`src/rtl/dcache_direct_mapped.sv`:
```
// ============================================================================
// dcache_direct_mapped : 8-line x 4-byte direct-mapped write-back cache.
// Optional hit/miss counters are built when DCACHE_STATS_EN is defined.
// Revision: 1.0
// ============================================================================
`default_nettype none

module dcache_direct_mapped (
  input  logic        clock,
  input  logic        reset,
  input  logic        read,
  input  logic        write,
  input  logic [7:0]  address,
  input  logic [7:0]  writedata,
  output logic [7:0]  readdata,
  output logic        busywait,
  output logic        mem_read,
  output logic        mem_write,
  output logic [5:0]  mem_address,
  output logic [31:0] mem_writedata,
  input  logic [31:0] mem_readdata,
  input  logic        mem_busywait
`ifdef DCACHE_STATS_EN
  ,
  output logic [15:0] hit_count,
  output logic [15:0] miss_count
`endif
);

  typedef enum logic [1:0] {
    IDLE       = 2'd0,
    WRITE_BACK = 2'd1,
    FETCH      = 2'd2,
    UPDATE     = 2'd3
  } state_t;

  state_t      state_q, state_d;
  logic [31:0] data_q  [8];
  logic [31:0] data_d  [8];
  logic [2:0]  tag_q   [8];
  logic [2:0]  tag_d   [8];
  logic [7:0]  valid_q, valid_d;
  logic [7:0]  dirty_q, dirty_d;
  logic        mem_read_q, mem_read_d;
  logic        mem_write_q, mem_write_d;
  logic [5:0]  mem_address_q, mem_address_d;
  logic [31:0] mem_writedata_q, mem_writedata_d;
  logic [31:0] fill_q, fill_d;

  logic [2:0]  addr_tag;
  logic [2:0]  index;
  logic [4:0]  bit_ofs;
  logic        access;
  logic        hit;

  assign addr_tag = address[7:5];
  assign index    = address[4:2];
  assign bit_ofs  = {address[1:0], 3'b000};
  assign access   = read ^ write;
  assign hit      = valid_q[index] && (tag_q[index] == addr_tag);

  assign readdata      = hit ? data_q[index][bit_ofs +: 8] : 8'h00;
  assign busywait      = access && !(state_q == IDLE && hit);
  assign mem_read      = mem_read_q;
  assign mem_write     = mem_write_q;
  assign mem_address   = mem_address_q;
  assign mem_writedata = mem_writedata_q;

  always_comb begin
    state_d         = state_q;
    data_d          = data_q;
    tag_d           = tag_q;
    valid_d         = valid_q;
    dirty_d         = dirty_q;
    mem_read_d      = mem_read_q;
    mem_write_d     = mem_write_q;
    mem_address_d   = mem_address_q;
    mem_writedata_d = mem_writedata_q;
    fill_d          = fill_q;
    case (state_q)
      IDLE: begin
        if (access) begin
          if (hit) begin
            if (write) begin
              data_d[index][bit_ofs +: 8] = writedata;
              dirty_d[index]              = 1'b1;
            end
          end else if (valid_q[index] && dirty_q[index]) begin
            state_d         = WRITE_BACK;
            mem_write_d     = 1'b1;
            mem_address_d   = {tag_q[index], index};
            mem_writedata_d = data_q[index];
          end else begin
            state_d       = FETCH;
            mem_read_d    = 1'b1;
            mem_address_d = {addr_tag, index};
          end
        end
      end
      WRITE_BACK: begin
        if (!mem_busywait) begin
          state_d       = FETCH;
          mem_write_d   = 1'b0;
          mem_read_d    = 1'b1;
          mem_address_d = {addr_tag, index};
        end
      end
      FETCH: begin
        if (!mem_busywait) begin
          state_d    = UPDATE;
          mem_read_d = 1'b0;
          fill_d     = mem_readdata;
        end
      end
      UPDATE: begin
        // Request is held stable through the miss, so index/tag still name the target line.
        state_d        = IDLE;
        data_d[index]  = fill_q;
        tag_d[index]   = addr_tag;
        valid_d[index] = 1'b1;
        dirty_d[index] = 1'b0;
      end
      default: state_d = IDLE;
    endcase
  end

  always_ff @(posedge clock or posedge reset) begin
    if (reset) begin
      state_q         <= IDLE;
      valid_q         <= 8'h00;
      dirty_q         <= 8'h00;
      mem_read_q      <= 1'b0;
      mem_write_q     <= 1'b0;
      mem_address_q   <= 6'd0;
      mem_writedata_q <= 32'd0;
      fill_q          <= 32'd0;
      for (int i = 0; i < 8; i++) begin
        data_q[i] <= 32'd0;
        tag_q[i]  <= 3'd0;
      end
    end else begin
      state_q         <= state_d;
      data_q          <= data_d;
      tag_q           <= tag_d;
      valid_q         <= valid_d;
      dirty_q         <= dirty_d;
      mem_read_q      <= mem_read_d;
      mem_write_q     <= mem_write_d;
      mem_address_q   <= mem_address_d;
      mem_writedata_q <= mem_writedata_d;
      fill_q          <= fill_d;
    end
  end

`ifdef DCACHE_STATS_EN
  logic [15:0] hit_count_q, hit_count_d;
  logic [15:0] miss_count_q, miss_count_d;
  logic        post_update_q, post_update_d;

  // The IDLE hit right after UPDATE finishes a miss and is not a fresh hit.
  always_comb begin
    hit_count_d   = hit_count_q;
    miss_count_d  = miss_count_q;
    post_update_d = (state_q == UPDATE);
    if (state_q == IDLE && access) begin
      if (hit) begin
        if (!post_update_q && hit_count_q != 16'hFFFF) hit_count_d = hit_count_q + 16'd1;
      end else if (miss_count_q != 16'hFFFF) begin
        miss_count_d = miss_count_q + 16'd1;
      end
    end
  end

  always_ff @(posedge clock or posedge reset) begin
    if (reset) begin
      hit_count_q   <= 16'd0;
      miss_count_q  <= 16'd0;
      post_update_q <= 1'b0;
    end else begin
      hit_count_q   <= hit_count_d;
      miss_count_q  <= miss_count_d;
      post_update_q <= post_update_d;
    end
  end

  assign hit_count  = hit_count_q;
  assign miss_count = miss_count_q;
`endif

endmodule

`default_nettype wire

```
`config.mk`:
```
export PLATFORM = sky130hd
export DESIGN_NAME = dcache_direct_mapped
export DESIGN_NICKNAME = d
export VERILOG_FILES = /design/src/rtl/dcache_direct_mapped.sv
export SDC_FILE = /design/constraint.sdc
export NUM_CORES = 1
export LEC_CHECK = 0
export ABC_CLOCK_PERIOD_IN_PS = 13000
export BUFFER_PORTS_ARGS = -buffer_cell sky130_fd_sc_hd__buf_4
export CORE_MARGIN = 3
export CORE_UTILIZATION = 45
export DETAILED_ROUTE_END_ITERATION = 8
export PLACE_DENSITY_LB_ADDON = 0.08
export REMOVE_ABC_BUFFERS = 1
export SLEW_MARGIN = 25
export SYNTH_ARGS = -nofsm -noshare
export SYNTH_HDL_FRONTEND = slang
export SYNTH_SLANG_ARGS = --single-unit
```
`constraint.sdc`:
```
create_clock -name clock -period 13 [get_ports clock]
set_clock_uncertainty 0.05 [all_clocks]
set_input_delay 0.65 -clock clock [delete_from_list [all_inputs] [get_ports clock]]
set_output_delay 0.65 -clock clock [all_outputs]
set_load 0.05 [all_outputs]
```
==> results.ini <==
[worst_setup_path]
r2r-end = data_q[116]
cp_max_fo = 48
r2r_slack_ps = 9660
r2r_start = tag_q[14]
worst_setup_path_end_kind = primary output
worst_ep_required_time_ps = 12300
worstPathArrival_ps = 4520
reg2regPathDepth = 8
cp-start-kind = primary input
path_class = in -> out

[layout]
final_area_sq_um = 21150
finalNonFillerCells = 2162
nets = 1664
fill_cells = 3647
syn_to_final_growth_pct = 11.27
drive_above_1_share_pct = 23.94

[job]
cap_violations = 0

[pwr]
powerDensity_nw_per_um2 = 206.0
p_comb_share_pct = 29.7
power_frac_seq_pct = 42.8
power.internal_mw = 2.793
p_leak_nw = 8.645
switching_share_pct = 35.90
peakVddDrop_v = 0.0001169
p_clk_share_pct = 27.5
switchingPower_mw = 1.564

[sta]
timing.final.hold_violations = 0
slew_viol_final = 0
tightest_slew_ps = 1098
post-route-period-util_pct = 40.18
setup_violations = 0
rsz0062_at_grt = false
tns_ps = 0
slew_headroom_pct = 26.30
max_freq_mhz = 191.5
min_period_ps = 5223

[floorplan]
die_w_um = 211.5
rows = 74
io-pin-count = 102
initial_core_util_pct = 46.04
die_h_um = 211.5
core_area_sq_um = 41290
die_area_sq_um = 44750

[placed_design]
hpwlAfterDp_mm = 42.27
place.gp.congestion = 0.8730
dp_cells = 2090
postPlaceCellArea_sq_um = 19780
port_buffers = 101

[yosys]
ys_seq_elements = 370
synthCells = 1622
yosys.cell_types.count = 65
syn_area_per_cell_sq_um = 11.72
synthesis.area_sq_um = 19010
ys.flop_type = dfrtp_1
synth-async-reset-ratio_pct = 100.0
synth_edf_count = 0
yosys_warnings = 0
synth.yosys.seq_area_share_pct = 48.70

[clock_tree]
cts_hold_buffers = 0
clock_latency_ps = 580
path_clk_slew_ps = 60
post_cts_buffers = 0
cts_tree = yes
cts_htree_levels = 2
ctsResizeCount = 0
clock_sinks = 370
clockBufferDepth = 3
cts_root_buffer = clkbuf_16
cts-buffers-inserted = 42

[global_route]
overflow = 0
grt_max_degree = 100
grt_pass1_wl_mm = 100.9
antenna_found_initial = 3
grt_usage_pct = 30.20
grt_pass1_vias = 15084

[detailed_routing]
drc = 0
wl_per_cell_um = 31.39
dr.pass1.iters = 5
drt_iter0_drc = 1596
via_count = 14877
postRouteWirelength_mm = 67.86
antenna_left = 0
routed_via_density = 6.881

[run_status]
status = finished clean

[min_path]
hold_class = in -> async

metrics by stage:
step | util (%) | hold slack, ps | setup WS (ps) | power (mW)
floorplan | - | 388.9 | 2026 | 2.668
global placement | 47.81 | 402.3 | 7952 | 3.122
detailed placement | 47.90 | 405.3 | 7852 | 3.146
CTS | 51.18 | 127.8 | 8005 | 4.352
global route | 51.22 | 155.1 | 7723 | 4.547
finish | 51.22 | 87.65 | 7777 | 4.357
flip-flops by register name, indices dropped and copies added (netlist names), named ones only:
name / flops
mem_write: 1
tag_q: 24
mem_writedata: 32
valid_q: 8
mem_read: 1
state_q: 2
mem_address: 6
data_q: 256
fill_q: 32
metal layers:
layer,global-route usage (%),share of wire [%],vias up
li1,-,-,6236
met1,42.43,42,7587
met2,45.17,44,856
met3,7.336,9.7,196
met4,12.31,4.2,2
met5,0,0.019,-
logic make-up after synthesis:
| family | count (synthesis) | synth area share (%) |
|---|---|---|
| compound gates | 632 | 26.60 |
| xor+xnor | 1 | 0.04608 |
| fa+ha+maj | 9 | 0.5923 |
| buf+inv | 209 | 5.246 |
| flops | 370 | 48.70 |
| mux | 196 | 13.02 |
| simple gates | 205 | 5.785 |
power groups by stage:
| stage | logic, mW | clock network, mW | registers (mW) |
|---|---|---|---|
| 2_1_floorplan | 0.827 | 0 | 1.84 |
| 3_3_place_gp | 1.26 | 0 | 1.87 |
| 3_5_place_dp | 1.28 | 0 | 1.87 |
| 4_1_cts | 1.28 | 1.22 | 1.86 |
| 5_1_grt | 1.38 | 1.26 | 1.91 |
| 6_report | 1.29 | 1.20 | 1.87 |
synthesized netlist by cell type (all sizes together) (5+ instances only):
library cell,n,area (sq um)
a21oi,72,360.4
a221o,5,50.05
a221oi,28,245.2
a22o,11,96.34
a22oi,219,1644
and2,52,325.3
and3,20,125.1
buf,106,600.6
clkbuf,90,347.8
dfrtp,370,9259
ha,9,112.6
inv,12,45.04
mux2,128,1483
mux2i,43,430.4
mux4,25,563.0
nand2,23,86.33
nand3,9,70.07
nor2,65,244.0
nor2b,8,50.05
nor3,8,65.06
o21a,5,38.79
o21ai,46,466.7
o22ai,14,120.1
o2bb2ai,210,1839
or2,11,68.81
cell type report:
class / instances / area, sq um / share of cell area (%)
multi-input cells: 1043 / 8790 / 41.55
clock inverters: 11 / 143.9 / 0.6802
clock buffers: 60 / 1210 / 5.720
inverters: 13 / 56.30 / 0.2662
flip-flops and latches: 370 / 9259 / 43.77
diodes: 1 / 2.502 / 0.01183
well taps: 532 / 665.6 / 3.147
repair buffers: 132 / 1026 / 4.850
critical path, stage by stage:
cell and delay [ps]:
buf_4 550, buf_4 680, and2_1 870, a22oi_1 190, o21ai_0 240, a221oi_1 100
nand2_1 180, o21ai_0 200, a211oi_1 490, buf_4 290
worst max path at each step:
stage,start,end,slack (ps)
after floorplan,reset,async pin,2030
after global placement,address[3],data_q[19],7950
after detailed placement,address[3],data_q[52],7850
after CTS,address[4],readdata[2],8000
after global routing,address[4],readdata[2],7720
final,address[4],readdata[2],7780
cell usage in the layout, fill, tap and decap left out, types with 5 or more instances in the layout:
cell       netlist  layout
nand3_2          5       5
o2bb2ai_1      210     210
a221o_1          5       5
inv_1           11      10
and3_1          20      17
mux2_2          97      97
ha_1             9       9
mux2_1          20      20
clkbuf_8         0       7
a21oi_1         72      72
nand2_1         23      23
buf_4            8     127
nor3_2           5       5
a22o_1          11      11
o21ai_4         20      20
clkbuf_16        0      43
mux2_4          11      11
or2_2            9       9
a221oi_1        28      28
o22ai_1         10      10
mux2i_1         43      43
nor2_1          65      65
clkbuf_1        82      10
nor2b_2          0       5
o21ai_0         19      19
and2_1          50      47
a22oi_1        219     219
mux4_2          25      25
dfrtp_1        370     370
Note: power is estimated with default switching activity, not from simulation.
